[src/rtl/game_sprite_engine_pkg.sv]
// -----------------------------------------------------------------------------
// game_sprite_engine_pkg
// Purpose : Constants shared by the sprite engines, the master FSM, the
//           collision detector and the mixer: screen size, position/velocity
//           and colour widths, and the colour palette.
// Ports   : none (package)
// -----------------------------------------------------------------------------
package game_sprite_engine_pkg;

  localparam int DEF_SCREEN_W = 640;  // visible width in pixels
  localparam int DEF_SCREEN_H = 480;  // visible height in pixels
  localparam int DEF_POS_W    = 11;   // signed x/y position width
  localparam int DEF_D_W      = 4;    // signed dx/dy velocity width
  localparam int DEF_RGB_W    = 3;    // colour width
  localparam int PIX_W        = 10;   // display scan coordinate width
  localparam int BITMAP_DIM   = 8;    // bitmap masks are always 8x8, row-major

  localparam logic [DEF_RGB_W-1:0] RGB_BLACK = 3'b000;
  localparam logic [DEF_RGB_W-1:0] RGB_RED   = 3'b100;
  localparam logic [DEF_RGB_W-1:0] RGB_GREEN = 3'b010;
  localparam logic [DEF_RGB_W-1:0] RGB_BLUE  = 3'b001;

endpackage

[src/rtl/game_sprite_engine_if.sv]
// -----------------------------------------------------------------------------
// game_sprite_engine_if
// Purpose : Bundles the command, scan and result signals between the master
//           side (game FSM + display scan) and one sprite engine.
// Signals : write_xy, write_dxy, enable_update  - command pulses/levels
//           x_init, y_init, dx_init, dy_init    - command operands
//           pixel_x, pixel_y                    - display scan coordinates
//           x, y, within_screen                 - sprite state back to master
//           sprite_on, rgb                      - render result for mixer
// Handshake: there is no valid/ready pair. write_xy and write_dxy are
//           sampled on every rising edge and act when high (one cycle high =
//           one load); enable_update is a level that gates movement on the
//           engine's internal strobe. The engine is always ready, so the
//           master never waits.
// -----------------------------------------------------------------------------
interface game_sprite_engine_if
  import game_sprite_engine_pkg::*;
#(
  parameter int POS_W = DEF_POS_W,
  parameter int D_W   = DEF_D_W,
  parameter int RGB_W = DEF_RGB_W
);
  logic             write_xy;
  logic             write_dxy;
  logic             enable_update;
  logic [POS_W-1:0] x_init;
  logic [POS_W-1:0] y_init;
  logic [D_W-1:0]   dx_init;
  logic [D_W-1:0]   dy_init;
  logic [PIX_W-1:0] pixel_x;
  logic [PIX_W-1:0] pixel_y;
  logic [POS_W-1:0] x;
  logic [POS_W-1:0] y;
  logic             within_screen;
  logic             sprite_on;
  logic [RGB_W-1:0] rgb;

  modport master (
    output write_xy, write_dxy, enable_update,
    output x_init, y_init, dx_init, dy_init,
    output pixel_x, pixel_y,
    input  x, y, within_screen, sprite_on, rgb
  );

  modport slave (
    input  write_xy, write_dxy, enable_update,
    input  x_init, y_init, dx_init, dy_init,
    input  pixel_x, pixel_y,
    output x, y, within_screen, sprite_on, rgb
  );
endinterface

[src/rtl/game_strobe_gen.sv]
// -----------------------------------------------------------------------------
// game_strobe_gen
// Purpose : Free-running divider. count runs 0..STROBE_DIV-1 and wraps;
//           strobe is high for the single cycle in which count is at its last
//           value, so the first strobe after reset release lands on the
//           STROBE_DIV-th rising edge.
// Ports   : clk     - clock
//           rst_n   - asynchronous active-low reset
//           strobe  - one-cycle pulse every STROBE_DIV cycles
// -----------------------------------------------------------------------------
module game_strobe_gen #(
  parameter int STROBE_DIV = 1048576
) (
  input  logic clk,
  input  logic rst_n,
  output logic strobe
);
  localparam int CNT_W = (STROBE_DIV > 2) ? $clog2(STROBE_DIV) : 1;
  localparam logic [CNT_W-1:0] LAST = CNT_W'(STROBE_DIV - 1);

  logic [CNT_W-1:0] count_q, count_d;

  always_comb begin
    count_d = count_q + CNT_W'(1);
    if (count_q == LAST) count_d = '0;
  end

  always_ff @(posedge clk or negedge rst_n) begin
    if (!rst_n) count_q <= '0;
    else        count_q <= count_d;
  end

  assign strobe = (count_q == LAST);
endmodule

[src/rtl/game_sprite_engine.sv]
// -----------------------------------------------------------------------------
// game_sprite_engine
// Purpose : Holds one sprite's position and velocity, obeys write_xy /
//           write_dxy / enable_update, steps the sprite on an internal strobe,
//           reports within_screen and renders the sprite against the scan.
// Ports   : clk      - clock
//           reset_n  - asynchronous active-low reset
//           bus      - game_sprite_engine_if.slave (commands, scan, results)
// Config  : GAME_SPRITE_BITMAP_EN - when defined, a render hit also requires
//           BITMAP[row*8+col]; otherwise the full rectangle is drawn.
// -----------------------------------------------------------------------------
module game_sprite_engine
  import game_sprite_engine_pkg::*;
#(
  parameter int               SCREEN_W   = DEF_SCREEN_W,
  parameter int               SCREEN_H   = DEF_SCREEN_H,
  parameter int               POS_W      = DEF_POS_W,
  parameter int               D_W        = DEF_D_W,
  parameter int               SPRITE_W   = 8,
  parameter int               SPRITE_H   = 8,
  parameter int               STROBE_DIV = 1048576,
  parameter int               RGB_W      = DEF_RGB_W,
  parameter logic [RGB_W-1:0] SPRITE_RGB = RGB_RED,
  parameter logic [63:0]      BITMAP     = 64'hFFFF_FFFF_FFFF_FFFF
) (
  input  logic                 clk,
  input  logic                 reset_n,
  game_sprite_engine_if.slave  bus
);
  // Visibility bounds in position width; the sprite counts as visible while
  // any of its pixels overlaps the screen.
  localparam logic signed [POS_W-1:0] X_MIN = POS_W'(-SPRITE_W);
  localparam logic signed [POS_W-1:0] Y_MIN = POS_W'(-SPRITE_H);
  localparam logic signed [POS_W-1:0] X_MAX = POS_W'(SCREEN_W);
  localparam logic signed [POS_W-1:0] Y_MAX = POS_W'(SCREEN_H);
  // Render offsets are one bit wider than a position so an unsigned scan
  // coordinate minus a signed position can never overflow.
  localparam logic signed [POS_W:0]   SPR_W_S = (POS_W+1)'(SPRITE_W);
  localparam logic signed [POS_W:0]   SPR_H_S = (POS_W+1)'(SPRITE_H);

  logic strobe;

  game_strobe_gen #(.STROBE_DIV(STROBE_DIV)) u_strobe (
    .clk    (clk),
    .rst_n  (reset_n),
    .strobe (strobe)
  );

  logic [POS_W-1:0] x_q, x_d, y_q, y_d;
  logic [D_W-1:0]   dx_q, dx_d, dy_q, dy_d;
  logic             within_q, within_d;
  logic             sprite_on_q, sprite_on_d;
  logic [RGB_W-1:0] rgb_q, rgb_d;

  logic [POS_W-1:0] dx_ext, dy_ext;
  assign dx_ext = {{(POS_W-D_W){dx_q[D_W-1]}}, dx_q};
  assign dy_ext = {{(POS_W-D_W){dy_q[D_W-1]}}, dy_q};

  // Position and velocity. A load beats a step on the same edge, and a step
  // always uses the velocity held before this edge.
  always_comb begin
    x_d  = x_q;
    y_d  = y_q;
    dx_d = dx_q;
    dy_d = dy_q;
    if (bus.write_xy) begin
      x_d = bus.x_init;
      y_d = bus.y_init;
    end else if (strobe && bus.enable_update) begin
      x_d = x_q + dx_ext;
      y_d = y_q + dy_ext;
    end
    if (bus.write_dxy) begin
      dx_d = bus.dx_init;
      dy_d = bus.dy_init;
    end
    // Computed from the next position so the flag is coherent with x/y.
    within_d = ($signed(x_d) > X_MIN) && ($signed(x_d) < X_MAX) &&
               ($signed(y_d) > Y_MIN) && ($signed(y_d) < Y_MAX);
  end

  // Render against the current (registered) position.
  logic signed [POS_W:0] col, row;
  logic                  hit;

  always_comb begin
    col = $signed({{(POS_W+1-PIX_W){1'b0}}, bus.pixel_x}) - $signed({x_q[POS_W-1], x_q});
    row = $signed({{(POS_W+1-PIX_W){1'b0}}, bus.pixel_y}) - $signed({y_q[POS_W-1], y_q});
    hit = !col[POS_W] && (col < SPR_W_S) && !row[POS_W] && (row < SPR_H_S);
`ifdef GAME_SPRITE_BITMAP_EN
    hit = hit && BITMAP[{row[2:0], col[2:0]}];
`endif
    sprite_on_d = hit;
    rgb_d       = hit ? SPRITE_RGB : '0;
  end

`ifndef GAME_SPRITE_BITMAP_EN
  logic unused_bitmap;
  assign unused_bitmap = ^BITMAP;
`endif

  always_ff @(posedge clk or negedge reset_n) begin
    if (!reset_n) begin
      x_q         <= '0;
      y_q         <= '0;
      dx_q        <= '0;
      dy_q        <= '0;
      within_q    <= 1'b1;  // no spurious end-of-game before the first load
      sprite_on_q <= 1'b0;
      rgb_q       <= '0;
    end else begin
      x_q         <= x_d;
      y_q         <= y_d;
      dx_q        <= dx_d;
      dy_q        <= dy_d;
      within_q    <= within_d;
      sprite_on_q <= sprite_on_d;
      rgb_q       <= rgb_d;
    end
  end

  assign bus.x             = x_q;
  assign bus.y             = y_q;
  assign bus.within_screen = within_q;
  assign bus.sprite_on     = sprite_on_q;
  assign bus.rgb           = rgb_q;
endmodule

[src/flat_wrapper.sv]
// flat-port wrapper written by rule: the top's interface ports become plain ports
module game_sprite_engine_flat import game_sprite_engine_pkg::*;
#(
  parameter int               SCREEN_W   = DEF_SCREEN_W,
  parameter int               SCREEN_H   = DEF_SCREEN_H,
  parameter int               POS_W      = DEF_POS_W,
  parameter int               D_W        = DEF_D_W,
  parameter int               SPRITE_W   = 8,
  parameter int               SPRITE_H   = 8,
  parameter int               STROBE_DIV = 1048576,
  parameter int               RGB_W      = DEF_RGB_W,
  parameter logic [RGB_W-1:0] SPRITE_RGB = RGB_RED,
  parameter logic [63:0]      BITMAP     = 64'hFFFF_FFFF_FFFF_FFFF
)
  (clk, reset_n, bus_write_xy, bus_write_dxy, bus_enable_update, bus_x_init, bus_y_init, bus_dx_init, bus_dy_init, bus_pixel_x, bus_pixel_y, bus_x, bus_y, bus_within_screen, bus_sprite_on, bus_rgb);
  game_sprite_engine_if #(.POS_W(POS_W), .D_W(D_W), .RGB_W(RGB_W)) bus_i ();
  input  logic clk;
  input  logic reset_n;
  input wire logic [$bits(bus_i.write_xy)-1:0] bus_write_xy;
  input wire logic [$bits(bus_i.write_dxy)-1:0] bus_write_dxy;
  input wire logic [$bits(bus_i.enable_update)-1:0] bus_enable_update;
  input wire logic [$bits(bus_i.x_init)-1:0] bus_x_init;
  input wire logic [$bits(bus_i.y_init)-1:0] bus_y_init;
  input wire logic [$bits(bus_i.dx_init)-1:0] bus_dx_init;
  input wire logic [$bits(bus_i.dy_init)-1:0] bus_dy_init;
  input wire logic [$bits(bus_i.pixel_x)-1:0] bus_pixel_x;
  input wire logic [$bits(bus_i.pixel_y)-1:0] bus_pixel_y;
  output wire logic [$bits(bus_i.x)-1:0] bus_x;
  output wire logic [$bits(bus_i.y)-1:0] bus_y;
  output wire logic [$bits(bus_i.within_screen)-1:0] bus_within_screen;
  output wire logic [$bits(bus_i.sprite_on)-1:0] bus_sprite_on;
  output wire logic [$bits(bus_i.rgb)-1:0] bus_rgb;
  assign bus_i.write_xy = bus_write_xy;
  assign bus_i.write_dxy = bus_write_dxy;
  assign bus_i.enable_update = bus_enable_update;
  assign bus_i.x_init = bus_x_init;
  assign bus_i.y_init = bus_y_init;
  assign bus_i.dx_init = bus_dx_init;
  assign bus_i.dy_init = bus_dy_init;
  assign bus_i.pixel_x = bus_pixel_x;
  assign bus_i.pixel_y = bus_pixel_y;
  assign bus_x = bus_i.x;
  assign bus_y = bus_i.y;
  assign bus_within_screen = bus_i.within_screen;
  assign bus_sprite_on = bus_i.sprite_on;
  assign bus_rgb = bus_i.rgb;
  game_sprite_engine #(.SCREEN_W(SCREEN_W), .SCREEN_H(SCREEN_H), .POS_W(POS_W), .D_W(D_W), .SPRITE_W(SPRITE_W), .SPRITE_H(SPRITE_H), .STROBE_DIV(STROBE_DIV), .RGB_W(RGB_W), .SPRITE_RGB(SPRITE_RGB), .BITMAP(BITMAP)) u_core (.clk(clk), .reset_n(reset_n), .bus(bus_i));
endmodule
[config.mk]
export PLATFORM = sky130hd
export DESIGN_NAME = game_sprite_engine_flat
export DESIGN_NICKNAME = d
export VERILOG_FILES = /design/src/rtl/game_sprite_engine_pkg.sv /design/src/rtl/game_sprite_engine_if.sv /design/src/rtl/game_strobe_gen.sv /design/src/rtl/game_sprite_engine.sv /design/src/flat_wrapper.sv
export SDC_FILE = /design/constraint.sdc
export NUM_CORES = 1
export LEC_CHECK = 0
export CAP_MARGIN = 10
export CORE_MARGIN = 4
export CORE_UTILIZATION = 30
export CTS_CLUSTER_DIAMETER = 50
export DETAILED_ROUTE_END_ITERATION = 12
export GPL_TIMING_DRIVEN = 0
export MAX_ROUTING_LAYER = met4
export PLACE_DENSITY = 0.63
export SLEW_MARGIN = 20
export SYNTH_ARGS = -nofsm -noshare
export SYNTH_HDL_FRONTEND = slang
export SYNTH_SLANG_ARGS = --single-unit
[constraint.sdc]
create_clock -name clk -period 5.4 [get_ports clk]
set_input_delay 1.08 -clock clk [delete_from_list [all_inputs] [get_ports clk]]
set_output_delay 1.08 -clock clk [all_outputs]
set_load 0.01 [all_outputs]
## Yosys cells after proc, flatten, opt, wreduce, memory -nomap -nowiden

Cells that the tools add are included.

- Reduce and logical (&&, ||, !) cells: 9
- Equal/unequal tests: 1
- Muxes and demuxes: 6
- Order comparisons: 6
- $add $sub $neg: 5

Operators by type and width:

| operator | count |
|---|---|
| 11-bit 2-to-1 mux | 4 |
| 12-bit by 5-bit less-than comparator with 1-bit output, second input constant | 2 |
| 11-bit by 11-bit subtractor with 12-bit output | 2 |
| 11-bit adder | 2 |
| 11-bit by 4-bit > comparator with 1-bit output, second input constant | 2 |
| 20-bit by 1-bit adder with 20-bit output, second input constant | 1 |
| 20-bit == test, second input constant | 1 |
| 20-bit 2-to-1 mux | 1 |
| 11-bit by 10-bit less-than comparator with 1-bit output, second input constant | 1 |
| 11-bit less-than comparator, second input constant | 1 |
| 1-bit logical AND | 7 |
| 3-bit 2-to-1 mux | 1 |
| 1-bit logical NOT | 2 |

- Register bits after elaboration: 55
- Output and inout bits: 27
- Word-level logic and storage cells: 35
- Input port bits: 55

## Logic depth before layout (Yosys ltp)

- Depth after elaboration: 8
- Gate-level depth with buffers: 11
- Depth with buffers taken out: 11

## Modules after synthesis

A second synthesis with hierarchy kept.

- Cells, all modules: 435
- Area, all modules: 4005.1 um^2

Modules (own cells, without submodules):

| module | area each (um^2) | times used | sequential area each (um^2) | cells each |
|---|---|---|---|---|
| game_sprite_engine | 3060.4 | 1 | 802.0 | 346 |
| game_strobe_gen | 944.7 | 1 | 500.5 | 89 |

## Worst setup path after synthesis

Ideal clock, no wire load.

- Path kind: in2reg
- Start point: in bus_pixel_y[1]
- End point: reg u_core.rgb_q[2], in the netlist u_core.bus.rgb[2]
- Path slack: 2160 ps
- Arrival: 3115 ps
- Library setup time: 125 ps
- Stages on the path: 8
- Cells stage by stage: ha_1 > a21o_1 > a21oi_1 > o21ai_1 > a2111oi_0 > a211oi_1 > or4_1 > a2111oi_0

- Word-level cells in the longest chain between the ends: 5
- Elaborated cells on any way between the ends: 6
- Classes of those cells: 1 x add/sub; 1 x order compare; 1 x mux; 3 x reduce/logical

RTL lines:

| item | line | text |
|---|---|---|
| start: declaration | flat_wrapper.sv:27 | `input wire logic [$bits(bus_i.pixel_y)-1:0] bus_pixel_y;` |
| 11-bit by 11-bit subtractor with 12-bit output * | game_sprite_engine.sv:88 | `row = $signed({{(POS_W+1-PIX_W){1'b0}}, bus.pixel_y}) - $signed({y_q[POS_W-1], y_q});` |
| parallel branches: the longest is 2 deep, another holds 12-bit by 5-bit less-than comparator with 1-bit output | - |  |
| 1-bit logical AND * | game_sprite_engine.sv:89 | `hit = !col[POS_W] && (col < SPR_W_S) && !row[POS_W] && (row < SPR_H_S);` |
| net u_core.hit | game_sprite_engine.sv:84 | `logic hit;` |
| 3-bit 2-to-1 mux * | game_sprite_engine.sv:94 | `rgb_d = hit ? SPRITE_RGB : '0;` |
| end signal: assignment | game_sprite_engine.sv:118 | `rgb_q <= rgb_d;` |
| end: declaration | game_sprite_engine.sv:53 | `logic [RGB_W-1:0] rgb_q, rgb_d;` |

Mark *: on every way through the listed nets, which the timed path passes.
A chain may end at the register's enable or synchronous reset.

## Worst setup path in the final report

Same ends and word-level chain as after synthesis.

==> flow_metrics.env <==
export IMPL_final_layout_size_suffix_gt1_share_pct=10.1
export IMPL_syn_avg_cell_area_sq_um=9.31
export IMPL_die_w_um=126
export IMPL_rrSetupSlack_ns=2.17
export IMPL_htreeDepth=2
export IMPL_netlist_area_sq_mm=0.00417
export IMPL_setup_tns_ns=0
export IMPL_power_leakage_nw=2.32
export IMPL_finalWorstPathRequiredPeriod_ns=3.78
export IMPL_diodes=0
export IMPL_slowest_delay_ns=0.52
export IMPL_path_class="input port to flip-flop"
export IMPL_wl_per_cell_um=16.1
export IMPL_areaGrowthSynthToFinish_pct=27.8
export IMPL_maxCapViolCount=0
export IMPL_start_util_pct=31.0
export IMPL_synthCells=448
export IMPL_cpMaxStageDelayCell="or4_1"
export IMPL_ys_warn_count=0
export IMPL_fillers=1352
export IMPL_arrival_ns=3.94
export IMPL_fmax_mhz=265
export IMPL_drtIter0Drc=105
export IMPL_fin_skew_ns=0.00631
export IMPL_grt_max_degree=53
export IMPL_critPathLaunchType="input port"
export IMPL_routed_wl_mm=11.4
export IMPL_layout_commonest_cell="clkdlybuf4s50_1"
export IMPL_synth_edf_count=0
export IMPL_hold_viol=0
export IMPL_num_rows=42
export IMPL_vias=3670
export IMPL_multiInputGateArea_sq_mm=0.00265
export IMPL_path_clk_slew_ns=0.07
export IMPL_min_path_type="flip-flop to flip-flop"
export IMPL_die_h_um=126
export IMPL_synth_ff_type="dfrtp_1"
export IMPL_fin_nets=630
export IMPL_setup_viol=0
export IMPL_ir_worst_vdd_mv=0.131
export IMPL_drtAntennaViolNets=0
export IMPL_endpoint_kind="flip-flop"
export IMPL_drv_slew=0
export IMPL_dpl_worst_slack_ns=1.31
export IMPL_crit_buf_inv=1
export IMPL_min_period_over_period_pct=69.9
export IMPL_viasPerCell=5.16
export IMPL_cp_top_family="compound AO/OA/AOI/OAI gates"
export IMPL_cts_buffers=5
export IMPL_portBuffers=78
export IMPL_worstPathMaxFanout=4
export IMPL_overflow=0
export IMPL_cts_buffer_depth=2
export IMPL_cts_tree="yes"
export IMPL_firstDrtPassIters=4
export IMPL_hold_buffers=0
export IMPL_seqCellArea_sq_mm=0.00130
export IMPL_grt_pass1_wl_mm=18.8
export IMPL_routabilityCongestion=0.865
export IMPL_crit_top_cell="a2111oi_0"
export IMPL_dpl_hpwl_mm=9.15
export IMPL_antenna_found_initial=0
export IMPL_rsz0062_at_grt="no"
export IMPL_io_pins=82
export IMPL_setup_slack_ns=1.62
export IMPL_dpl_cell_count=703
export IMPL_grt_usage_pct=14.9
export IMPL_cts_resized=0
export IMPL_post_cts_repair_setup_buffers=0
export IMPL_drc_errors=0
export IMPL_instances_no_fill=711
export IMPL_clkSinkCount=52
export IMPL_synthArstFlopShare_pct=100
export IMPL_core_area_sq_mm=0.0135
export IMPL_clk_latency_ns=0.29
export IMPL_status="finished clean"
export IMPL_ys_ff_latch=52
export IMPL_path_cells="clkdlybuf4s50_1 > ha_1 > a21o_1 > a21oi_1 > o21ai_1 > a2111oi_0 > a211oi_1 > or4_1 > a2111oi_0"
export IMPL_p_per_area_mw_per_mm2=222
export IMPL_yosysSeqAreaShare_pct=31.2
export IMPL_worstMarginPinSlew_ns=0.740
export IMPL_dieArea_sq_mm=0.0159
export IMPL_critPathRequiredTime_ns=5.56
export IMPL_cts_root_buf="clkbuf_16"
export IMPL_yosysUniqueCellTypes=70
export IMPL_most_common_layout_cells="clkdlybuf4s50_1, dfrtp_1, ha_1, nand2_1, inv_1"
export IMPL_relSlewSlack_pct=50.3
export IMPL_first_global_vias=3673
==> area by class of cell <==
cell class	instances	share of cell area (%)
sequential	52	24.4
timing repair buffer	78	14.6
clock buffer	7	2.68
buffer	10	1.78
inverter	36	2.54
tap	176	4.13
clock inverter	1	0.141
multi-input combinational	351	49.7
==> metal layers <==
metal	global-route usage, %	wire length, um
met1	18.9	5180
met4	3.85	136
met5	-	0
met2	24.7	5600
met3	2.54	504
==> state kept, by name, indices dropped and copies added, names as in the netlist <==
signal                    cells
u_core.u_strobe.count_q      20
u_core.bus.x                 11
u_core.bus.rgb                1
u_core.bus.y                 11
u_core.dx_q                   4
u_core.bus.within_screen      1
u_core.dy_q                   4
==> power by group <==
part	internal [mW]	total (mW)	switching (mW)
logic	0.202	0.416	0.214
clock network	0.185	0.329	0.144
registers	0.411	0.436	0.0258
==> cells in the mapped netlist, types with 4 or more instances <==
cell type / count / area share, %
a2111oi_0: 4 / 0.84
a211oi_1: 9 / 1.6
a21o_1: 12 / 2.2
a21oi_1: 18 / 2.2
a31oi_1: 4 / 0.60
and3_1: 5 / 0.75
dfrtp_1: 51 / 31
ha_1: 39 / 12
inv_1: 36 / 3.2
mux2_2: 8 / 2.2
mux2i_1: 9 / 2.2
nand2_1: 37 / 3.3
nand3_1: 14 / 1.7
nand4_1: 9 / 1.4
nor2_1: 23 / 2.1
nor2b_1: 5 / 0.75
nor3_1: 12 / 1.4
nor4_1: 6 / 0.90
o21ai_0: 21 / 2.5
o311ai_0: 4 / 0.84
o31ai_1: 4 / 0.72
or3_1: 7 / 1.1
xnor2_1: 16 / 3.4
xor2_1: 16 / 3.4
==> worst paths after layout <==
kind | end | start | depth (start not counted)
max in group asynchronous | u_core.u_strobe.count_q[11] | reset_n | 1
min in group asynchronous | u_core.u_strobe.count_q[6] | reset_n | 1
worst max register to register | u_core.bus.within_screen | u_core.bus.x[0] | 10
worst max-delay path | u_core.bus.rgb[2] | bus_pixel_y[1] | 9
worst min-delay path | u_core.u_strobe.count_q[0] | u_core.u_strobe.count_q[0] | 1
worst min register to register | u_core.u_strobe.count_q[0] | u_core.u_strobe.count_q[0] | 1
==> worst reg2reg max path, delay by kind of cell, from the launching register on <==
family | cells | cell delay [ns]
adder cells (fa/ha/maj) | 2 | 0.69
AND/OR/NAND/NOR | 2 | 0.63
XOR/XNOR | 1 | 0.14
flip-flops | 1 | 0.42
AO/OA/AOI/OAI | 5 | 1.27
==> cells by family (layout without fill, tap and decap cells) <==
kind of cell,after synthesis,count (layout),synth area share (%)
fa+ha+maj,41,41,12.7
other cells,1,2,0.0899
xor+xnor,32,32,6.72
compound gates,112,112,19.1
flops,52,52,31.2
simple gates,147,147,20.3
buf+inv,46,132,5.52
mux,17,17,4.32
==> stage by stage <==
stage	utilization [%]	hold slack, ns	power, mW	instance area [sq um]
finish	39.6	0.485	1.18	5330
global route	39.6	0.511	1.26	5330
CTS	39.6	0.487	1.19	5320
detailed placement	38.4	0.477	0.858	5170
global placement	38.5	0.468	0.847	5170
floorplan	-	0.446	0.707	4170
No activity file was read; power rests on OpenSTA's default activity.
